## src/rtl/keypad_emulator_if.sv

```systemverilog
// Keypad-side signal bundle: key request handshake plus the column/row scan matrix.
// The master is the bench or sequencer; the slave is the emulated keypad.
interface keypad_emulator_if;
  logic       key_valid;
  logic [3:0] key_code;
  logic       key_ready;
  logic [3:0] col;
  logic [3:0] row;

  modport master (output key_valid, key_code, col, input key_ready, row);
  modport slave  (input key_valid, key_code, col, output key_ready, row);
endinterface

```

## src/rtl/keypad_emulator.sv

```systemverilog
// Emulated 4x4 matrix keypad: presses one latched key with contact bounce and
// answers the scanner's active-low column drive on the row lines with zero latency.
//
// state      | meaning
// -----------+-----------------------------------------------------------
// IDLE       | waiting for a key request, key_ready high, contact open
// BOUNCE_IN  | press chatter, contact toggles starting closed
// HOLD       | contact firmly closed
// BOUNCE_OUT | release chatter, contact toggles starting open
// GAP        | contact open, settling before the next key is accepted
module keypad_emulator #(
  parameter int unsigned HOLD_CYCLES   = 64,
  parameter int unsigned BOUNCE_CYCLES = 8,
  parameter int unsigned GAP_CYCLES    = 64,
  parameter int unsigned CNT_W         = 16
) (
  input  logic               clk,
  input  logic               reset,
  keypad_emulator_if.slave   kp,
  output logic               contact,
  output logic               busy
);

  typedef enum logic [2:0] {
    S_IDLE,
    S_BOUNCE_IN,
    S_HOLD,
    S_BOUNCE_OUT,
    S_GAP
  } state_t;

  localparam logic [CNT_W-1:0] HOLD_LD   = CNT_W'(HOLD_CYCLES - 1);
  localparam logic [CNT_W-1:0] BOUNCE_LD = CNT_W'(BOUNCE_CYCLES - 1);
  localparam logic [CNT_W-1:0] GAP_LD    = CNT_W'(GAP_CYCLES - 1);
  localparam bit               HAS_BOUNCE = (BOUNCE_CYCLES > 0);

  state_t           state, state_nxt;
  logic [CNT_W-1:0] cnt, cnt_nxt;
  logic [3:0]       code, code_nxt;
  logic             contact_nxt;
  logic             key_ready;
  logic             cnt_zero;

  assign cnt_zero     = (cnt == '0);
  assign kp.key_ready = key_ready;

  always_ff @(posedge clk) begin
    if (reset) begin
      state     <= S_IDLE;
      cnt       <= '0;
      code      <= 4'd0;
      contact   <= 1'b0;
      key_ready <= 1'b1;
      busy      <= 1'b0;
    end else begin
      state     <= state_nxt;
      cnt       <= cnt_nxt;
      code      <= code_nxt;
      contact   <= contact_nxt;
      key_ready <= (state_nxt == S_IDLE);
      busy      <= (state_nxt != S_IDLE);
    end
  end

  always_comb begin
    state_nxt   = state;
    cnt_nxt     = cnt;
    code_nxt    = code;
    contact_nxt = contact;

    case (state)
      S_IDLE: begin
        contact_nxt = 1'b0;
        if (kp.key_valid && key_ready) begin
          code_nxt    = kp.key_code;
          contact_nxt = 1'b1;
          if (HAS_BOUNCE) begin
            state_nxt = S_BOUNCE_IN;
            cnt_nxt   = BOUNCE_LD;
          end else begin
            state_nxt = S_HOLD;
            cnt_nxt   = HOLD_LD;
          end
        end
      end

      S_BOUNCE_IN: begin
        if (cnt_zero) begin
          state_nxt   = S_HOLD;
          cnt_nxt     = HOLD_LD;
          contact_nxt = 1'b1;
        end else begin
          cnt_nxt     = cnt - CNT_W'(1);
          contact_nxt = ~contact;
        end
      end

      S_HOLD: begin
        contact_nxt = 1'b1;
        if (cnt_zero) begin
          // Release chatter begins open, so both exits drop the contact.
          contact_nxt = 1'b0;
          if (HAS_BOUNCE) begin
            state_nxt = S_BOUNCE_OUT;
            cnt_nxt   = BOUNCE_LD;
          end else begin
            state_nxt = S_GAP;
            cnt_nxt   = GAP_LD;
          end
        end else begin
          cnt_nxt = cnt - CNT_W'(1);
        end
      end

      S_BOUNCE_OUT: begin
        if (cnt_zero) begin
          state_nxt   = S_GAP;
          cnt_nxt     = GAP_LD;
          contact_nxt = 1'b0;
        end else begin
          cnt_nxt     = cnt - CNT_W'(1);
          contact_nxt = ~contact;
        end
      end

      S_GAP: begin
        contact_nxt = 1'b0;
        if (cnt_zero) begin
          state_nxt = S_IDLE;
        end else begin
          cnt_nxt = cnt - CNT_W'(1);
        end
      end

      default: begin
        state_nxt   = S_IDLE;
        cnt_nxt     = '0;
        contact_nxt = 1'b0;
      end
    endcase
  end

  // Same-cycle row answer: the scanner samples row while it is still driving col.
  always_comb begin
    kp.row = 4'b1111;
    if (contact && !kp.col[code[1:0]]) begin
      kp.row[code[3:2]] = 1'b0;
    end
  end

endmodule
```

## src/flat_wrapper.sv

```systemverilog
// flat-port wrapper written by rule: the top's interface ports become plain ports
module keypad_emulator_flat 
#(
  parameter int unsigned HOLD_CYCLES   = 64,
  parameter int unsigned BOUNCE_CYCLES = 8,
  parameter int unsigned GAP_CYCLES    = 64,
  parameter int unsigned CNT_W         = 16
)
  (clk, reset, contact, busy, kp_key_valid, kp_key_code, kp_col, kp_key_ready, kp_row);
  keypad_emulator_if kp_i ();
  input  logic clk;
  input  logic reset;
  output logic contact;
  output logic busy;
  input wire logic [$bits(kp_i.key_valid)-1:0] kp_key_valid;
  input wire logic [$bits(kp_i.key_code)-1:0] kp_key_code;
  input wire logic [$bits(kp_i.col)-1:0] kp_col;
  output wire logic [$bits(kp_i.key_ready)-1:0] kp_key_ready;
  output wire logic [$bits(kp_i.row)-1:0] kp_row;
  assign kp_i.key_valid = kp_key_valid;
  assign kp_i.key_code = kp_key_code;
  assign kp_i.col = kp_col;
  assign kp_key_ready = kp_i.key_ready;
  assign kp_row = kp_i.row;
  keypad_emulator #(.HOLD_CYCLES(HOLD_CYCLES), .BOUNCE_CYCLES(BOUNCE_CYCLES), .GAP_CYCLES(GAP_CYCLES), .CNT_W(CNT_W)) u_core (.clk(clk), .reset(reset), .kp(kp_i), .contact(contact), .busy(busy));
endmodule
```

## config.mk

```make
export PLATFORM = sky130hd
export DESIGN_NAME = keypad_emulator_flat
export DESIGN_NICKNAME = d
export VERILOG_FILES = /design/src/rtl/keypad_emulator_if.sv /design/src/rtl/keypad_emulator.sv /design/src/flat_wrapper.sv
export SDC_FILE = /design/constraint.sdc
export NUM_CORES = 1
export LEC_CHECK = 0
export ABC_AREA = 1
export BUFFER_PORTS_ARGS = -buffer_cell sky130_fd_sc_hd__buf_4
export CAP_MARGIN = 20
export CORE_ASPECT_RATIO = 0.5
export CORE_MARGIN = 2
export CORE_UTILIZATION = 38
export DETAILED_ROUTE_END_ITERATION = 8
export PLACE_DENSITY_LB_ADDON = 0.25
export SETUP_SLACK_MARGIN = 0.2
export SYNTH_ARGS = -nofsm -noshare
export SYNTH_HDL_FRONTEND = slang
export SYNTH_SLANG_ARGS = --single-unit
```

## constraint.sdc

```tcl
create_clock -name clk -period 2.7 [get_ports clk]
set_clock_uncertainty 0.05 [all_clocks]
set_input_delay 0.405 -clock clk [delete_from_list [all_inputs] [get_ports clk]]
set_output_delay 0.405 -clock clk [all_outputs]
set_load 0.01 [all_outputs]
```

==> impl_results.md, run 1 <==
- Run status: finished, final reports clean
- Clock Sinks: 26
- Cell taking the most area after synthesis: dfxtp_1
- Syn Std Cell Area: 1572 um2
- Crit share post-route: 71.35%
- Syn_area_per_cell: 6.494 um2
- Slowest CP cell: dfxtp_1
- Postcts setup bufs: 0
- Gr ovfl total: 0
- Core ar.: 3944 um2
- Cell variety after synth: 27
- Ports: 18
- Leakage dissipation: 0.8413 nW
- XOR/XNOR share of the synthesized area: 2.229%
- Gr usage total: 15.09%
- Worst skew pair latency: 270 ps
- CP Class: register to output port
- Max-cap viol count: 0
- Slew @ Worst Pin: 350.5 ps
- Antenna diodes: 0
- Most frequent cell on the critical path: o211ai_1
- Post-CTS resize count: 0
- Via count: 1490
- Compound-Gate Fraction of Synth Area: 11.54%
- Min Hold Slack: 330.0 ps
- Synth top area share: 33.12%
- Seq/Total Area, Yosys: 33.12%
- Pre-Repair DR Iteration Count: 5
- Reg power frac: 28.4%
- Top cells by area, synth: dfxtp_1, nand2_1, nor2_1
- Most common cell after layout, fill and taps aside: nand2_1
- Hold Fails Final Rpt: 0
- Initial Utilization: 39.85%
- Row count: 16
- Cells after Synth: 242
- Syn-to-layout area delta: 15.45%
- CTS tree: built
- Synthesized net count: 255
- Switching pwr: 946.4 uW
- Hold Path Class: input pin to register
- CTS Buf Count: 3
- R2R depth: 11
- Clk pwr share: 16.1%
- Int Power: 1.053 mW
- Startpoint Class: register
- Max Freq: 519.1 MHz
- Fillers: 422
- Drt total wl: 3345 um
- Routability cong.: 0.8530
- Hold Crit Start: reset
- First-pass GRT wire length: 5492 um
- Critical-path cell list: or2_2, o211ai_1, o211ai_1, nor2_1, nand2_1, buf_4
- # hold bufs at CTS: 0
- Placed cell areas: 1743 um2
- Critical path launch point: u_core.code[0]
- Relative slew slack: 76.55%
- Maximum clock insertion buffer count: 2
- Number of synthesized register bits: 26
- Fraction of synthesized area in multiplexers: 0%
- Fin area: 1814 um2
- Unrepaired setup endpoints after global routing: no
- Crit path largest cell delay: 330 ps
- Net count, final: 275
- Final Slew Violations: 0
- Antenna violations before repair: 0
- ANT nets after route: 0
- Synth Area in Adders: 1.592%
- Pin count of the biggest net entering global routing: 16
- Final setup fails: 0
- CTS H-Tree Depth: 1
- Crit path capture type: output port
- Worst Path Max Fanout: 3
- Ys Warns: 0
- Combinational share of power: 55.4%
- Worst Path Arrival: 1470 ps
- 1st-iter DRT viols: 64
- Post-layout util: 46.00%
- FF-to-FF Start: u_core.cnt[0]
- Vias per cell: 4.730
- Max VDD drop: 0.4539 mV
- Vias in the first global route: 1237
- PD cells: 1102 nW/um2
- # port buffers: 17
- Post-Synth Simple-Gate Area: 42.20%
- Largest family of logic cells by synthesized area: simple AND/OR/NAND/NOR gates
- Required @ worst endpoint: 2250 ps
- Worst hold path depth: 2
- Drt wl/cell: 10.62 um
- Die Ht: 49.48 um
- Fin Setup TNS: 0 ps
- Root buffer cell: clkbuf_8
- Die Footprint: 4697 um2
- DPL Wire Length: 2640 um
- Die width: 94.95 um
- Sw frac: 47.32%
- Min Clock Period, post-route: 1926 ps
- Layout cell share with drive strength beyond 1: 19.54%
- Residual DRC: 0
- Reg clk slew, reported paths: 90 ps
- Most frequent cells in the layout: nand2_1, nor2_1, inv_1
-- sequential cells by signal (all words and copies together), names as in the netlist --
register	count
u_core.cnt	16
u_core.code	4
u_core.state	3
u_core.busy	1
u_core.contact	1
u_core.kp.key_ready	1
-- cell type report --
class	instances	area, um2	share of cell area, %
Multi-Input combinational cell	182	904.6	49.86
Sequential cell	26	520.5	28.69
Timing Repair Buffer	17	127.6	7.034
Inverter	32	122.6	6.759
Tap cell	54	67.56	3.724
Clock buffer	3	41.29	2.276
Clock inverter	1	30.03	1.655
-- cells by family (layout without fill, tap and decap cells) --
logic type / after synthesis / after routing
buffers and inverters: 34 / 53
AO/OA/AOI/OAI: 29 / 29
XOR/XNOR: 4 / 4
adder cells (fa/ha/maj): 2 / 2
flip-flops: 26 / 26
AND/OR/NAND/NOR: 147 / 147
-- layer usage --
metal | vias up | track usage, % | wire [um]
met1 | 639 | 20.70 | 1707
met5 | - | 0 | 0
met3 | 2 | 5.352 | 223
met2 | 51 | 23.40 | 1393
met4 | 0 | 2.174 | 19
li1 | 798 | - | -
-- final timing paths --
check | slack (ps) | endpoint
worst min register to register | 430 | u_core.cnt[0]
worst max register to register | 950 | u_core.cnt[11]
worst max-delay path | 770 | kp_row[0]
worst min-delay path | 330 | u_core.cnt[2]
-- per-stage QoR --
stage	instances	setup slack (ps)	power, mW
5_1_grt	315	680.5	2.183
3_5_place_dp	311	869.7	1.679
4_1_cts	315	742.4	2.013
6_report	315	773.6	2.000
2_1_floorplan	242	1173	1.471
3_3_place_gp	311	938.3	1.666
-- critical path, delay by kind of cell (launching register included) --
kind                   cells  cell delay (ps)
AOI/OAI and AO/OA          2              220
buffers and inverters      1              140
DFF                        1              330
and+or+nand+nor            3              500
-- power groups by stage --
stage                     logic, mW  registers, mW  clock network, mW
final                          1.11          0.569              0.322
after global routing           1.25          0.582              0.348
after detailed placement       1.10          0.577                  0
after global placement         1.09          0.578                  0
after CTS                      1.11          0.569              0.333
after floorplan               0.905          0.567                  0
-- cells in the mapped netlist, drive strengths merged --
cell type / instances
or2: 1
nand4: 3
nor2: 49
ha: 2
buf: 1
o21ai: 9
a31oi: 1
nand3: 18
nor3: 3
dfxtp: 26
o211ai: 2
nand2: 73
xor2: 4
clkbuf: 1
a21oi: 17
inv: 32
Note: power is estimated with default switching activity, not from simulation.
==> run 2: changes to the inputs <==
==> constraint.sdc (replaced) <==
create_clock -name clk -period 1.8 [get_ports clk]
set_clock_uncertainty 0.05 [all_clocks]
set_input_delay 0.27 -clock clk [delete_from_list [all_inputs] [get_ports clk]]
set_output_delay 0.27 -clock clk [all_outputs]
set_load 0.01 [all_outputs]
==> impl_results.md, run 2 (synthesis results as in run 1) <==
- Final setup fails: 0
- Min Hold Slack: 188.3 ps
- FF-to-FF Start: u_core.cnt[0]
- Reg clk slew, reported paths: 90 ps
- Max FFs per register: 16
- Top reg by flops: u_core.cnt
- Unrepaired setup endpoints after global routing: yes
- Critical path launch point: u_core.code[0]
- Drt wl/cell: 11.67 um
- # port buffers: 17
- Largest regs: u_core.cnt x16, u_core.code x4, u_core.state x3
- Slew @ Worst Pin: 284.5 ps
- Die width: 94.95 um
- Antenna violations before repair: 0
- Fin area: 2026 um2
- Hold Path Class: input pin to register
- Max-cap viol count: 0
- Sequential Area: 531.8 um2
- Die Ht: 49.48 um
- Clk pwr share: 11.6%
- PD cells: 1654 nW/um2
- FF-to-FF setup slack: 280 ps
- Most frequent cells in the layout: nand2_1, nor2_1, inv_1
- Reg power frac: 26.8%
- Worst Path Max Fanout: 3
- Worst path top cell family by delay: simple AND/OR/NAND/NOR gates
- Routability cong.: 0.8699
- Sw frac: 49.22%
- Layout cell share with drive strength beyond 1: 32.96%
- Clock Sinks: 26
- Min Clock Period, post-route: 1711 ps
- Most frequent cell on the critical path: o211ai_1
- ANT nets after route: 0
- Placed cell areas: 1743 um2
- Die Footprint: 4697 um2
- Gr ovfl total: 0
- Combinational share of power: 61.7%
- Relative slew slack: 80.89%
- Run status: finished, final reports clean
- Pin count of the biggest net entering global routing: 15
- CP Capture Point: kp_row[1]
- Fillers: 372
- Critical R2R Capture: u_core.cnt[6]
- Max VDD drop: 0.6252 mV
- Core ar.: 3944 um2
- Maximum clock insertion buffer count: 2
- CTS tree: built
- R2R depth: 10
- Root buffer cell: clkbuf_8
- Slowest CP cell: dfxtp_2
- Worst skew pair latency: 270 ps
- Final Slew Violations: 0
- Net count, final: 284
- Int Power: 1.701 mW
- Gr usage total: 16.88%
- Worst Path Arrival: 1390 ps
- Antenna diodes: 0
- Initial Utilization: 39.85%
- Required @ worst endpoint: 1480 ps
- Levels on crit path: 6
- Crit path capture type: output port
- Startpoint Class: register
- Vias in the first global route: 1387
- Worst hold path depth: 2
- Switching pwr: 1.649 mW
- Syn-to-layout area delta: 28.90%
- Drt total wl: 3781 um
- Vias per cell: 4.843
- First-pass GRT wire length: 6216 um
- 1st-iter DRT viols: 56
- # hold bufs at CTS: 0
- Leakage dissipation: 0.9110 nW
- Buf+Inv Stages, Crit Path: 1
- CTS H-Tree Depth: 1
- Critical-path cell list: or2_4, o211ai_1, o211ai_1, nor2_1, nand2_1, buf_6
- Pre-Repair DR Iteration Count: 4
- Max Freq: 584.5 MHz
- Residual DRC: 0
- DPL Wire Length: 2709 um
- Most common cell after layout, fill and taps aside: nand2_1
- Crit share post-route: 95.04%
- Row count: 16
- Ports: 18
- Hold Fails Final Rpt: 0
- CP Class: register to output port
- CTS Buf Count: 3
- Crit path largest cell delay: 340 ps
- Via count: 1569
- Multi-input gate area: 1018 um2
-- run 2: changes by cell type in the layout (fill, tap and decap cells not counted), moves of 2 or more --
| cell | delta |
|---|---|
| nor2_2 | +6 |
| inv_1 | -3 |
| nor2_4 | +7 |
| nand2_1 | -2 |
| dfxtp_1 | -9 |
| dfxtp_2 | +9 |
| buf_6 | +4 |
| ha_4 | +2 |
| nor2_1 | -13 |
| buf_4 | +4 |
| ha_1 | -2 |
-- run 2: worst register-to-register path, delay by kind of cell (launching register included) --
family                     cells  cell delay (ps)
and+or+nand+nor                6              640
DFF                            1              350
buffers and inverters          2              220
adders and majority gates      1              150
AOI/OAI and AO/OA              1               20
-- run 2: per-layer routing --
layer,share of wire (%),global-route usage (%),vias to the layer above
met5,0,0,-
met4,0.63,2.899,0
met3,4.4,4.893,2
met2,45,27.07,39
met1,50,22.93,708
li1,-,-,820
-- run 2: stage by stage --
step	util (%)	cells	power [mW]	worst slack (ps)	setup TNS (ps)
after CTS	47.78	320	3.042	69.85	0
after global routing	51.36	324	3.657	-22.45	-53.16
after floorplan	-	242	2.207	349.2	0
after global placement	44.19	311	2.541	42.84	0
after detailed placement	44.19	311	2.537	-10.65	-11.57
final	51.36	324	3.350	89.25	0
-- run 2: final cells by class --
type	instances	area share, %
multi-input cells	182	50.28
flip-flops and latches	26	26.25
repair buffers	26	10.99
inverters	32	6.424
well taps	54	3.335
clock buffers	4	2.718
-- run 2: power by group through the flow --
stage | registers (mW) | clock network (mW) | logic [mW]
floorplan | 0.850 | 0 | 1.36
global placement | 0.870 | 0 | 1.67
detailed placement | 0.870 | 0 | 1.67
CTS | 0.867 | 0.401 | 1.77
global route | 0.914 | 0.420 | 2.32
finish | 0.896 | 0.388 | 2.07
-- run 2: repair_timing --
item / 4_1_cts / 5_1_grt
pin swaps: 8 / 12
endpoints found under the setup margin: 21 / 22
setup buffers: 5 / 4
resized for setup: 12 / 36
-- run 2: worst min-delay path by stage --
stage,startpoint,end
final,reset,u_core.cnt[3]
after global routing,reset,u_core.cnt[1]
after CTS,reset,u_core.cnt[1]
after detailed placement,u_core.code[2],u_core.code[2]
after global placement,u_core.code[2],u_core.code[2]
after floorplan,u_core.code[1],u_core.code[1]
